`src/rtl/mem_arb_pkg.sv`:
```
// Shared types and constants for the two-master memory arbiter.
// Pure declarations; no latency of its own.
// No flow control here; consumers apply the ready/valid handshakes.
package mem_arb_pkg;

    // Arbiter FSM: one transaction walks IDLE -> ISSUE -> WAIT -> IDLE.
    typedef enum logic [1:0] {
        IDLE  = 2'd0,
        ISSUE = 2'd1,
        WAIT  = 2'd2
    } state_t;

    // Owner ids for the in-flight transaction and the last-owner register.
    localparam logic OWN_I = 1'b0;
    localparam logic OWN_D = 1'b1;

    // An all-zero byte mask marks a read.
    localparam logic [3:0] WMASK_READ = 4'b0000;

    function automatic logic is_read(input logic [3:0] wmask);
        return wmask == WMASK_READ;
    endfunction

endpackage

```
`src/rtl/mem_arb_pick.sv`:
```
// Combinational winner selection between the fetch and data requests.
// Zero latency: pick_i/pick_d follow the requests in the same cycle.
// No backpressure; the caller decides when a pick becomes a grant.
//
// Ports: i_req/d_req = raw requests; last_own = previous grant owner
// (present only with MEM_ARB_ROUND_ROBIN_EN); pick_i/pick_d = one-hot
// winner, both low when nobody requests.
// Configuration macro: MEM_ARB_ROUND_ROBIN_EN selects round-robin on
// contention; otherwise the data port always wins.
module mem_arb_pick
    import mem_arb_pkg::*;
(
    input  logic i_req,
    input  logic d_req,
`ifdef MEM_ARB_ROUND_ROBIN_EN
    input  logic last_own,
`endif
    output logic pick_i,
    output logic pick_d
);

    always_comb begin
        pick_i = 1'b0;
        pick_d = 1'b0;
        if (i_req && d_req) begin
`ifdef MEM_ARB_ROUND_ROBIN_EN
            // Contention goes to whoever did not own the previous grant.
            if (last_own == OWN_D) begin
                pick_i = 1'b1;
            end else begin
                pick_d = 1'b1;
            end
`else
            pick_d = 1'b1;
`endif
        end else begin
            pick_i = i_req;
            pick_d = d_req;
        end
    end

endmodule

```
`src/rtl/mem_arbiter.sv`:
```
// Merges the fetch (read-only) and data ports onto one single-port memory.
// Latency: gnt in IDLE cycle N, memory strobe N+1, done/rvalid + rdata N+3.
// Backpressure: one transaction in flight; requests wait (held) until IDLE.
//
// Ports: clk/rst (sync, active-high); fetch port i_req_i/i_addr_i ->
// i_gnt_o/i_rvalid_o/i_rdata_o; data port d_req_i/d_addr_i/d_wmask_i/
// d_wdata_i -> d_gnt_o/d_done_o/d_rdata_o; memory side mem_addr_o,
// mem_rstrb_o, mem_wmask_o, mem_wdata_o, mem_rdata_i (one-cycle read).
// Configuration macro: MEM_ARB_ROUND_ROBIN_EN (see mem_arb_pick).
module mem_arbiter #(
    parameter int ADDR_W = 32
) (
    input  logic              clk,
    input  logic              rst,

    input  logic              i_req_i,
    input  logic [ADDR_W-1:0] i_addr_i,
    output logic              i_gnt_o,
    output logic              i_rvalid_o,
    output logic [31:0]       i_rdata_o,

    input  logic              d_req_i,
    input  logic [ADDR_W-1:0] d_addr_i,
    input  logic [3:0]        d_wmask_i,
    input  logic [31:0]       d_wdata_i,
    output logic              d_gnt_o,
    output logic              d_done_o,
    output logic [31:0]       d_rdata_o,

    output logic [ADDR_W-1:0] mem_addr_o,
    output logic              mem_rstrb_o,
    output logic [3:0]        mem_wmask_o,
    output logic [31:0]       mem_wdata_o,
    input  logic [31:0]       mem_rdata_i
);
    import mem_arb_pkg::*;

    state_t            state;
    logic              owner_q;
    logic [ADDR_W-1:0] addr_q;
    logic [3:0]        wmask_q;
    logic [31:0]       wdata_q;
    logic              mem_rstrb_q;
    logic [3:0]        mem_wmask_q;
    logic              i_rvalid_q;
    logic              d_done_q;
    logic [31:0]       i_rdata_q;
    logic [31:0]       d_rdata_q;

    logic              pick_i;
    logic              pick_d;
    logic              grant_en;

`ifdef MEM_ARB_ROUND_ROBIN_EN
    logic              last_own;
`endif

    mem_arb_pick u_pick (
        .i_req    (i_req_i),
        .d_req    (d_req_i),
`ifdef MEM_ARB_ROUND_ROBIN_EN
        .last_own (last_own),
`endif
        .pick_i   (pick_i),
        .pick_d   (pick_d)
    );

    // Grants are decided in the IDLE cycle itself so a held request is
    // regranted in the same cycle its previous done pulses. Masking with
    // rst keeps the outputs quiet while reset is held.
    assign grant_en = (state == IDLE) && !rst;
    assign i_gnt_o  = grant_en && pick_i;
    assign d_gnt_o  = grant_en && pick_d;

    assign i_rvalid_o  = i_rvalid_q;
    assign d_done_o    = d_done_q;
    assign i_rdata_o   = i_rdata_q;
    assign d_rdata_o   = d_rdata_q;
    assign mem_addr_o  = addr_q;
    assign mem_wdata_o = wdata_q;
    assign mem_rstrb_o = mem_rstrb_q;
    assign mem_wmask_o = mem_wmask_q;

    always_ff @(posedge clk) begin
        if (rst) begin
            state       <= IDLE;
            owner_q     <= OWN_D;
            addr_q      <= '0;
            wmask_q     <= WMASK_READ;
            wdata_q     <= '0;
            mem_rstrb_q <= 1'b0;
            mem_wmask_q <= WMASK_READ;
            i_rvalid_q  <= 1'b0;
            d_done_q    <= 1'b0;
            i_rdata_q   <= '0;
            d_rdata_q   <= '0;
`ifdef MEM_ARB_ROUND_ROBIN_EN
            last_own    <= OWN_D;
`endif
        end else begin
            // Completion flags are single-cycle pulses.
            i_rvalid_q <= 1'b0;
            d_done_q   <= 1'b0;

            case (state)
                IDLE: begin
                    if (pick_d) begin
                        state       <= ISSUE;
                        owner_q     <= OWN_D;
                        addr_q      <= d_addr_i;
                        wmask_q     <= d_wmask_i;
                        wdata_q     <= d_wdata_i;
                        // Memory strobes are registered so they are
                        // asserted for exactly the ISSUE cycle.
                        mem_rstrb_q <= is_read(d_wmask_i);
                        mem_wmask_q <= d_wmask_i;
`ifdef MEM_ARB_ROUND_ROBIN_EN
                        last_own    <= OWN_D;
`endif
                    end else if (pick_i) begin
                        state       <= ISSUE;
                        owner_q     <= OWN_I;
                        addr_q      <= i_addr_i;
                        // Fetches can never write.
                        wmask_q     <= WMASK_READ;
                        wdata_q     <= '0;
                        mem_rstrb_q <= 1'b1;
                        mem_wmask_q <= WMASK_READ;
`ifdef MEM_ARB_ROUND_ROBIN_EN
                        last_own    <= OWN_I;
`endif
                    end
                end

                ISSUE: begin
                    state       <= WAIT;
                    mem_rstrb_q <= 1'b0;
                    mem_wmask_q <= WMASK_READ;
                end

                WAIT: begin
                    state <= IDLE;
                    // Memory read data is valid now, one cycle after the
                    // strobe; writes leave both data registers untouched.
                    if (owner_q == OWN_I) begin
                        i_rvalid_q <= 1'b1;
                        if (is_read(wmask_q)) begin
                            i_rdata_q <= mem_rdata_i;
                        end
                    end else begin
                        d_done_q <= 1'b1;
                        if (is_read(wmask_q)) begin
                            d_rdata_q <= mem_rdata_i;
                        end
                    end
                end

                default: begin
                    state       <= IDLE;
                    mem_rstrb_q <= 1'b0;
                    mem_wmask_q <= WMASK_READ;
                end
            endcase
        end
    end

endmodule
```
`config.mk`:
```
export PLATFORM = sky130hd
export DESIGN_NAME = mem_arbiter
export DESIGN_NICKNAME = d
export VERILOG_FILES = /design/src/rtl/mem_arb_pkg.sv /design/src/rtl/mem_arb_pick.sv /design/src/rtl/mem_arbiter.sv
export SDC_FILE = /design/constraint.sdc
export NUM_CORES = 1
export LEC_CHECK = 0
export ABC_AREA = 1
export CAP_MARGIN = 0
export CORE_MARGIN = 8
export CORE_UTILIZATION = 63
export DETAILED_ROUTE_END_ITERATION = 6
export DONT_BUFFER_PORTS = 1
export HOLD_SLACK_MARGIN = 0.03
export PLACE_DENSITY = 0.88
export SLEW_MARGIN = 20
export SYNTH_ARGS = -nofsm -noshare
export SYNTH_HDL_FRONTEND = slang
export SYNTH_HIERARCHICAL = 1
export SYNTH_SLANG_ARGS = --single-unit
```
`constraint.sdc`:
```
create_clock -name clk -period 1.55 [get_ports clk]
set_input_delay 0.2325 -clock clk [delete_from_list [all_inputs] [get_ports clk]]
set_output_delay 0.2325 -clock clk [all_outputs]
set_load 0.01 [all_outputs]
```
# Word level (Yosys, flattened, before mapping)

Cells that the tools add are included.

Register bits after elaboration: 142
Input port bits: 136
Output and inout bits: 137
Word-level logic and storage cells: 49

Eq/ne operators: 3
Multiplexer cells: 19
Bitwise logic cells: 2
Reduce and logical (&&, ||, !) cells: 14

Operators by type and width:

| kind                                                | count |
|---|---|
| 2-to-1 mux 32 bit                                   | 4 |
| logical NOT 4 bit                                   | 2 |
| 2-to-1 mux 1 bit                                    | 8 |
| 2-to-1 mux 4 bit                                    | 2 |
| one-hot mux 4 bit (2 select lines)                  | 1 |
| AND reduction 3 bit                                 | 2 |
| logical AND 1 bit                                   | 4 |
| 2-to-1 mux 2 bit                                    | 2 |
| one-hot mux 2 bit (2 select lines)                  | 1 |
| AND reduction 2 bit                                 | 2 |
| != test 3 bit, second input constant                | 1 |
| equality test 2 x 1 -> 1 bit, second input constant | 1 |
| equality test 2 bit, second input constant          | 1 |
| logical NOT 2 bit                                   | 1 |
| NOT 1 bit                                           | 2 |
| one-hot mux 1 bit (2 select lines)                  | 1 |
| nonzero test 2 bit                                  | 1 |
| OR reduction 2 bit                                  | 1 |
| logical NOT 1 bit                                   | 1 |

# Depth between registers and ports, before layout

Gate-level depths: netlist of run 1.

Word-level depth: 5
Gate-level depth with buffers: 9
Depth with buffers taken out: 8

# Modules after synthesis

Netlist of run 1, hierarchy kept.

Modules (own cells, without submodules):

| module       | times used | cells each | area each (um2) | sequential area each (um2) |
|---|---|---|---|---|
| mem_arbiter  | 1          | 842        | 5,806.8         | 2,842.7 |
| mem_arb_pick | 1          | 3          | 11.3            | 0.0 |

# Worst setup path before layout of run 1

Ideal clock, no wire load.

Path type: input to output
Start: in d_req_i
End: out d_gnt_o
Data arrival time: 961 ps
Data required time: 1,317 ps
Path slack: 357 ps
Stages on the path: 5
Path buffers: 3
Cells stage by stage: clkbuf_1 -> buf_2 -> nand2_1 -> nor2_4 -> buf_6

Cells in the longest elaborated chain, start to end: 3

RTL lines:

| what                  | line               | source |
|---|---|---|
| from (decl)           | mem_arbiter.sv:22  | `input logic d_req_i,` |
| logical AND 1 bit     | mem_arb_pick.sv:25 | `if (i_req && d_req) begin` |
| 2-to-1 mux 1 bit (*)  | mem_arb_pick.sv:25 |  |
| logical AND 1 bit (*) | mem_arbiter.sv:73  | `assign d_gnt_o = grant_en && pick_d;` |
| to (decl)             | mem_arbiter.sv:26  | `output logic d_gnt_o,` |

Every way passes the cells marked *; elsewhere a longest branch is shown, timed or not.

# Worst setup path after layout of run 1

Start: reg state[1]
End: out i_gnt_o

Cells in the longest elaborated chain, start to end: 3

RTL lines:

| what                   | line               | source |
|---|---|---|
| from (decl)            | mem_arbiter.sv:38  | `state_t state;` |
| from (signal assigned) | mem_arbiter.sv:86  | `state <= IDLE;` |
| from (signal assigned) | mem_arbiter.sv:108 | `state <= ISSUE;` |
| from (signal assigned) | mem_arbiter.sv:121 | `state <= ISSUE;` |
| logical NOT 2 bit      | mem_arbiter.sv:71  | `assign grant_en = (state == IDLE) && !rst;` |
| logical AND 1 bit      | mem_arbiter.sv:71  |  |
| logical AND 1 bit      | mem_arbiter.sv:72  | `assign i_gnt_o = grant_en && pick_i;` |
| to (decl)              | mem_arbiter.sv:18  | `output logic i_gnt_o,` |

No other way between the ends.

==> run summary, run 1 <==
## Placement
* **I/O Buffers** 0
* **placement-stage cell area** 5840 sq um
* **pre-CTS WS** 0.238 ns
* **DP HPWL** 11,700 um
* **Routability Congestion** 0.794

## CTS
* **total number of clock tree sinks** 142
* **H-Tree Depth** 4
* **CTS tree** done
* **clock root buffer** clkbuf_8
* **clock-pin slew on the worst setup and hold paths** 0.06 ns
* **maximum clock insertion buffer count** 2
* **clock insertion delay at the later pin of the skew report** 0.52 ns
* **number of CTS-inserted buffers** 17

## Critical path
* **R2R Setup Slk** 0.04 ns
* **worst path required time** 1.32 ns
* **Critical R2R Capture** mem_wdata_o[10]
* **path depth of the worst reg2reg path** 9
* **Worst Setup EP** i_gnt_o
* **type of origin of the critical path** register
* **Worst Path Arrival** 1.36 ns
* **CP Capture Type** output pin
* **launch instance of the worst register-to-register path** state[0]
* **launching instance or port of the critical path** state[1]
* **class of the most critical setup path** register to output pin
* **highest fanout seen on the critical path** 4

## Synth
* **post-synthesis instance total** 845
* **number of distinct library cells after synthesis** 21
* **Synth warnings** 6
* **sequential share of the synthesized area** 0.489
* **average instance area after synthesis** 6.89 sq um
* **flip-flop and latch count after synthesis** 142
* **nets in the synthesized netlist** 981
* **summed instance area of the synthesized netlist** 5820 sq um

## Floorplanning
* **standard-cell row count** 35
* **Die Height** 112 um
* **DIE AREA** 12,600 sq um
* **Starting Density** 0.639
* **die boundary width** 112 um
* **core region area** 9110 sq um
* **IO Count** 273

## GRT
* **global-route wire length before repair** 37,900 um
* **vias in the first global route** 7,039
* **total grt overflow** 0
* **initial antenna violation count** 3
* **maximum number of pins on one net before global-route repair** 60
* **global-route total usage across every layer** 0.381

## Status
* **violated checks** setup timing
* **outcome** finished with violations

## Pwr
* **fraction of power consumed by the clock network** 0.424
* **static leakage** 3.74 nW
* **NetSw** 2.69 mW
* **sequential power share** 0.435
* **overall power** 9.49 mW
* **power share of the combinational group** 0.141
* **Power Internal** 6.81 mW
* **Net Sw Frac** 0.283
* **PwrDens** 1170 nW/um^2
* **IR drop worst, VDD** 0.809 mV

## Min path
* **Hold Path Stages** 4
* **worst min-delay path category** input pin to register

## Drt
* **number of remaining DRC errors** 0
* **count of nets left with antenna violations after detail routing** 0
* **routed vias/inst** 6.17
* **violation count after the first detailed-route iteration** 1,071
* **routed length per instance** 22.3 um
* **total wire length** 24,800 um
* **total vias in the final route** 6,848
* **length of the first detailed-routing pass in iterations** 7

## STA
* **final-report hold violation count** 0
* **worst setup slack after layout** -0.0470 ns
* **Final Cycle Share** 1.03
* **Post-Route Hold Slack** 0.0520 ns
* **slew margin rel.** 0.202
* **setup repair after global routing missed its margin** true
* **fin. max-slew vios** 0
* **measured slew at the worst slew-check pin** 1.20 ns
* **fmax** 0.626 GHz
* **Post-Route Skew** 0.0113 ns
* **setup_tns** -0.0673 ns
* **crit path time final** 1.60 ns
* **total of endpoints with negative setup slack in the final report** 2

## Run
* **Max Cap Violations** 0

## Cells and area
* **fraction of final layout cells with drive strength greater than 1** 0.0874
* **Design Area, Final** 8140 sq um
* **area growth from synthesis to final layout** 39.8%
* **fillers** 400
* **area taken by flip-flops and latches** 2850 sq um
* **number of nets in the layout** 1,118
* **total area of multi-input combinational cells** 2540 sq um

## state kept, by name, summed over array words and instances (netlist names)
name and flops:
owner_q 1, mem_wdata_o 32, wmask_q 4, mem_wmask_o 4, mem_rstrb_o 1, i_rvalid_o 1
i_rdata_o 32, d_rdata_o 32, state 2, d_done_o 1, mem_addr_o 32
## metal layers
metal / share of wire / GRT usage / vias up / wire length, um
li1: - / - / 2868 / -
met1: 0.31 / 0.366 / 3031 / 7570
met2: 0.48 / 0.639 / 741 / 11800
met3: 0.14 / 0.159 / 208 / 3510
met4: 0.075 / 0.297 / 0 / 1870
met5: 0 / 0 / - / 0
## placed cells by master (no fill, tap or decap), types with 3 or more instances in the layout
cell type,netlist,final
clkinvlp_4,0,3
inv_2,2,4
nand2_2,1,4
nor2_4,3,4
nand3_1,69,66
dlygate4sd3_1,0,138
nand3_2,1,4
a21oi_1,37,35
clkbuf_16,0,16
inv_6,0,4
inv_1,43,41
buf_4,5,14
nor2_2,2,3
dlymetal6s4s_1,0,3
nor2_1,149,147
dfxtp_1,142,140
nand3b_1,3,3
nand2_1,336,331
bufbuf_16,0,3
buf_12,0,10
diode_2,0,3
## final cells by class
type                            count  area share
Sequential cell                   142       0.350
Multi-Input combinational cell    606       0.313
Timing Repair Buffer              170       0.227
Clock buffer                       19      0.0531
Inverter                           45      0.0208
Clock inverter                     13      0.0186
Tap cell                          111      0.0171
Antenna cell                        3    0.000923
## power groups by stage
stage               registers (mW)  clock network, mW  logic (mW)
finish                        4.13               4.02        1.34
global route                  4.14               4.18        1.42
CTS                           4.10               3.99        1.17
detailed placement            4.18                  0       0.760
global placement              4.17                  0       0.726
floorplan                     4.11                  0       0.653
## synthesized netlist by cell type
| cell | n | share of area |
|---|---|---|
| nand2_1 | 336 | 0.22 |
| buf_2 | 25 | 0.022 |
| nor2_1 | 149 | 0.096 |
| buf_1 | 4 | 0.0026 |
| inv_2 | 2 | 0.0013 |
| dfxtp_1 | 142 | 0.49 |
| nand3_2 | 1 | 0.0017 |
| buf_4 | 5 | 0.0065 |
| nand3_1 | 69 | 0.059 |
| buf_6 | 11 | 0.021 |
| a21oi_1 | 37 | 0.032 |
| nor3_1 | 2 | 0.0017 |
| inv_1 | 43 | 0.028 |
| nand3b_1 | 3 | 0.0039 |
| nor2_2 | 2 | 0.0022 |
| o21ai_0 | 1 | 0.00086 |
| nand2_2 | 1 | 0.0011 |
| nor2_4 | 3 | 0.0058 |
| nor2_8 | 1 | 0.0034 |
| o211ai_1 | 1 | 0.0013 |
| clkbuf_1 | 7 | 0.0045 |
## critical path: stages, from the launching register on
cell and delay [ns]:
dfxtp_4 0.37, inv_2 0.07, nand2_2 0.08, nor3_4 0.16, buf_4 0.17
## kinds of logic (layout without fill, tap and decap cells)
kind of cell	Yosys count	count (layout)	synth area share
AOI/OAI and AO/OA	39	39	0.0340
DFF	142	142	0.489
other	0	3	0
and+or+nand+nor	567	567	0.392
buffers and inverters	97	247	0.0854
## worst min-delay path by stage
stage / from / end / slack, ns
floorplan: d_wdata_i[0] / mem_wdata_o[0] / 0.34
global placement: rst / mem_addr_o[9] / 0.32
detailed placement: rst / wmask_q[3] / 0.32
CTS: d_req_i / owner_q / 0.03
global route: rst / mem_wdata_o[6] / 0.05
finish: rst / mem_wdata_o[6] / 0.05
## stage by stage
stage | utilization | cells
after floorplan | - | 845
final | 0.893 | 1109
after CTS | 0.889 | 1109
after detailed placement | 0.642 | 919
after global placement | 0.642 | 919
after global routing | 0.893 | 1109
## repair_timing
action	4_1_cts	5_1_grt
hold endpoints to repair	141	0
setup buffers	9	0
hold buffers	146	0
gates cloned	3	0
endpoints found under the setup margin	2	42
pin swaps	5	6
resized for setup	9	16
(Power assumes the default switching activity.)
==> run 2: changes to the inputs <==
CORE_AREA = 4 4 104 106   (was not set)
CORE_MARGIN = not set   (was 8)
CORE_UTILIZATION = not set   (was 63)
DIE_AREA = 0 0 108 110   (was not set)
GPL_ROUTABILITY_DRIVEN = 0   (was not set)
PLACE_DENSITY = 0.83   (was 0.88)
RECOVER_POWER = 25   (was not set)
==> run 2 against run 1 <==
Against the previous run:
- the run ends with hold timing, setup timing left
- via count is 16% lower
- final cell count is 5.0% lower
- critical path depth stayed put
- sequential share of layout area is 3.6 points higher
- utilization is 14 points lower
- first-iteration DRC count is 49% lower
- global-route usage is 7.8 points lower
- register-to-register slack worse by 0.02 ns
- die area is 5.5% lower
- hold slack worse by 0.25 ns
- cell area is 9.4% lower
- highest routed layer unchanged
- critical path type unchanged
- clock power is 3% higher
==> run summary, run 2 (synthesized netlist as in run 1, its figures left out) <==
## Status
* **outcome** finished with violations
* **violated checks** hold timing, setup timing

## STA
* **fin. max-slew vios** 0, unchanged
* **crit path time final** 1.59 ns, -0.00857 ns
* **final-report hold violation count** 38, +38
* **Final Cycle Share** 1.02, -0.00553
* **fmax** 0.630 GHz, +0.54%
* **Post-Route Skew** 0.0168 ns, +0.00545 ns
* **slew margin rel.** 0.665, +0.462
* **measured slew at the worst slew-check pin** 0.498 ns, -0.699 ns
* **Post-Route Hold Slack** -0.202 ns, -0.254 ns
* **worst setup slack after layout** -0.0384 ns, +0.00857 ns
* **total of endpoints with negative setup slack in the final report** 2, unchanged
* **setup repair after global routing missed its margin** true

## Drt
* **violation count after the first detailed-route iteration** 549, -49%
* **count of nets left with antenna violations after detail routing** 0, unchanged
* **total vias in the final route** 5,779, -16%
* **routed length per instance** 17.5 um, -22%
* **total wire length** 18,500 um, -26%
* **routed vias/inst** 5.48, -11%
* **number of remaining DRC errors** 0, unchanged
* **length of the first detailed-routing pass in iterations** 6, -1

## CTS
* **CTS tree** done
* **number of CTS-inserted buffers** 17, unchanged
* **H-Tree Depth** 4, unchanged
* **clock root buffer** clkbuf_8
* **clock insertion delay at the later pin of the skew report** 0.51 ns, about the same
* **maximum clock insertion buffer count** 2, unchanged
* **clock-pin slew on the worst setup and hold paths** 0.08 ns, +0.02 ns
* **CTS hold repair buffers** 71, -51%
* **total number of clock tree sinks** 142, unchanged

## Floorplanning
* **Starting Density** 0.595, -0.0435
* **core region area** 9770 sq um, +7.3%
* **IO Count** 273, unchanged
* **standard-cell row count** 36, +2.9%
* **DIE AREA** 11,900 sq um, -5.5%
* **die boundary width** 108 um, -3.7%
* **Die Height** 110 um, -1.9%

## Placement
* **I/O Buffers** 0, unchanged
* **DP HPWL** 10,600 um, -9.4%
* **pre-CTS WS** 0.175 ns, -0.0632 ns

## Cells and area
* **area taken by flip-flops and latches** 2850 sq um, unchanged
* **most common cell after layout, fill and taps aside** nand2_1
* **number of nets in the layout** 1,043, -6.7%
* **fraction of final layout cells with drive strength greater than 1** 0.0826, -0.00483
* **area growth from synthesis to final layout** 26.7%
* **fillers** 695, +74%
* **total area of multi-input combinational cells** 2520 sq um, -0.98%
* **commonest cells after routing, fill and taps aside** nand2_1, nor2_1, dfxtp_1, dlygate4sd3_1, nand3_1

## Pwr
* **NetSw** 2.58 mW, -3.7%
* **sequential power share** 0.443, +0.008
* **fraction of power consumed by the clock network** 0.446, +0.022
* **Net Sw Frac** 0.279, -0.00376
* **Power Internal** 6.67 mW, -1.9%
* **IR drop worst, VDD** 0.681 mV, -16%
* **static leakage** 3.40 nW, -9.1%
* **power share of the combinational group** 0.111, -0.030
* **PwrDens** 1260 nW/um^2, +7.7%

## GRT
* **global-route total usage across every layer** 0.302, -0.0784
* **global-route wire length before repair** 28,000 um, -26%
* **initial antenna violation count** 0, -3
* **maximum number of pins on one net before global-route repair** 76, +27%
* **global routing met2 resource utilization** 0.531, -0.108
* **met1 capacity usage during global routing** 0.304, -0.0619
* **met3 Track Usage GR** 0.104, -0.0552
* **total grt overflow** 0, unchanged
* **vias in the first global route** 5,728, -19%
* **busiest metal layer after global routing** met2

## Critical path
* **worst path required time** 1.32 ns, about the same
* **highest fanout seen on the critical path** 6, +2
* **R2R Setup Slk** 0.02 ns, -0.02 ns
* **CP Capture Type** output pin
* **class of the most critical setup path** register to output pin
* **Worst Path Arrival** 1.36 ns, about the same
* **type of origin of the critical path** register

## Min path
* **worst min-delay path category** input pin to register

## Run
* **Max Cap Violations** 0, unchanged

==> run 2: cell count changes in the layout (fill, tap and decap cells not counted), sizes merged <==
| cell | change |
|---|---|
| dlymetal6s4s | -3 |
| clkbuf | -2 |
| dlygate4sd3 | -67 |
| buf | -5 |
| clkinv | +1 |
| diode | -2 |
| clkinvlp | -2 |
| inv | +3 |
==> run 2: layout make-up <==
| cell class | instances | area share |
|---|---|---|
| antenna | 1 | 0.000339 |
| clock buffer | 17 | 0.0562 |
| clock inverter | 15 | 0.0263 |
| inverter | 45 | 0.0233 |
| multi-input combinational | 606 | 0.342 |
| sequential | 142 | 0.386 |
| tap | 133 | 0.0226 |
| timing repair buffer | 95 | 0.143 |
==> run 2: per-stage QoR <==
step / util / instances / total power [mW] / area, sq um / TNS (ns)
global route: 0.754 / 1053 / 9.61 / 7370 / -0.480
global placement: 0.597 / 939 / 4.90 / 5830 / 0
CTS: 0.747 / 1051 / 9.23 / 7310 / -0.0940
floorplan: - / 845 / 4.76 / 5820 / 0
detailed placement: 0.597 / 939 / 4.92 / 5830 / 0
finish: 0.754 / 1054 / 9.26 / 7370 / -0.0597
==> run 2: timing repair <==
| item | in CTS | in global routing |
|---|---|---|
| resized for setup | 5 | 12 |
| setup endpoints to repair | 2 | 33 |
| hold endpoints to repair | 140 | 38 |
| pin swaps | 3 | 4 |
| buffers inserted | 6 | 2 |
| gates cloned | 3 | 0 |
==> run 2: final timing paths <==
path / depth (start not counted) / end / start
worst max-delay path: 4 / d_gnt_o / state[1]
worst min-delay path: 1 / mem_addr_o[6] / rst
worst max register to register: 9 / mem_wdata_o[25] / state[1]
worst min register to register: 2 / wmask_q[3] / wmask_q[3]
==> run 2: metal layers <==
layer  part of all wire  up-vias
li1                   -     2709
met1               0.33     2613
met2               0.51      376
met3               0.10       81
met4              0.054        0
met5                  0        -
==> run 2: critical path: stages, from the launching register on <==
cell and delay [ns]:
dfxtp_4 0.38, nor2_4 0.12, nand2_4 0.08, nor2_4 0.12, buf_12 0.14
==> run 2: power by group through the flow <==
| stage | clock (mW) | sequential (mW) | combinational, mW |
|---|---|---|---|
| global placement | 0 | 4.17 | 0.732 |
| floorplan | 0 | 4.11 | 0.653 |
| finish | 4.13 | 4.10 | 1.03 |
| global route | 4.35 | 4.11 | 1.14 |
| CTS | 4.18 | 4.09 | 0.963 |
| detailed placement | 0 | 4.17 | 0.750 |
==> run 3: changes to the inputs <==
CAP_MARGIN = 20   (was 0)
RECOVER_POWER = not set   (was 25)
==> results of run 3 <==
Final layout, timing and power as in run 2 (identical DEF).
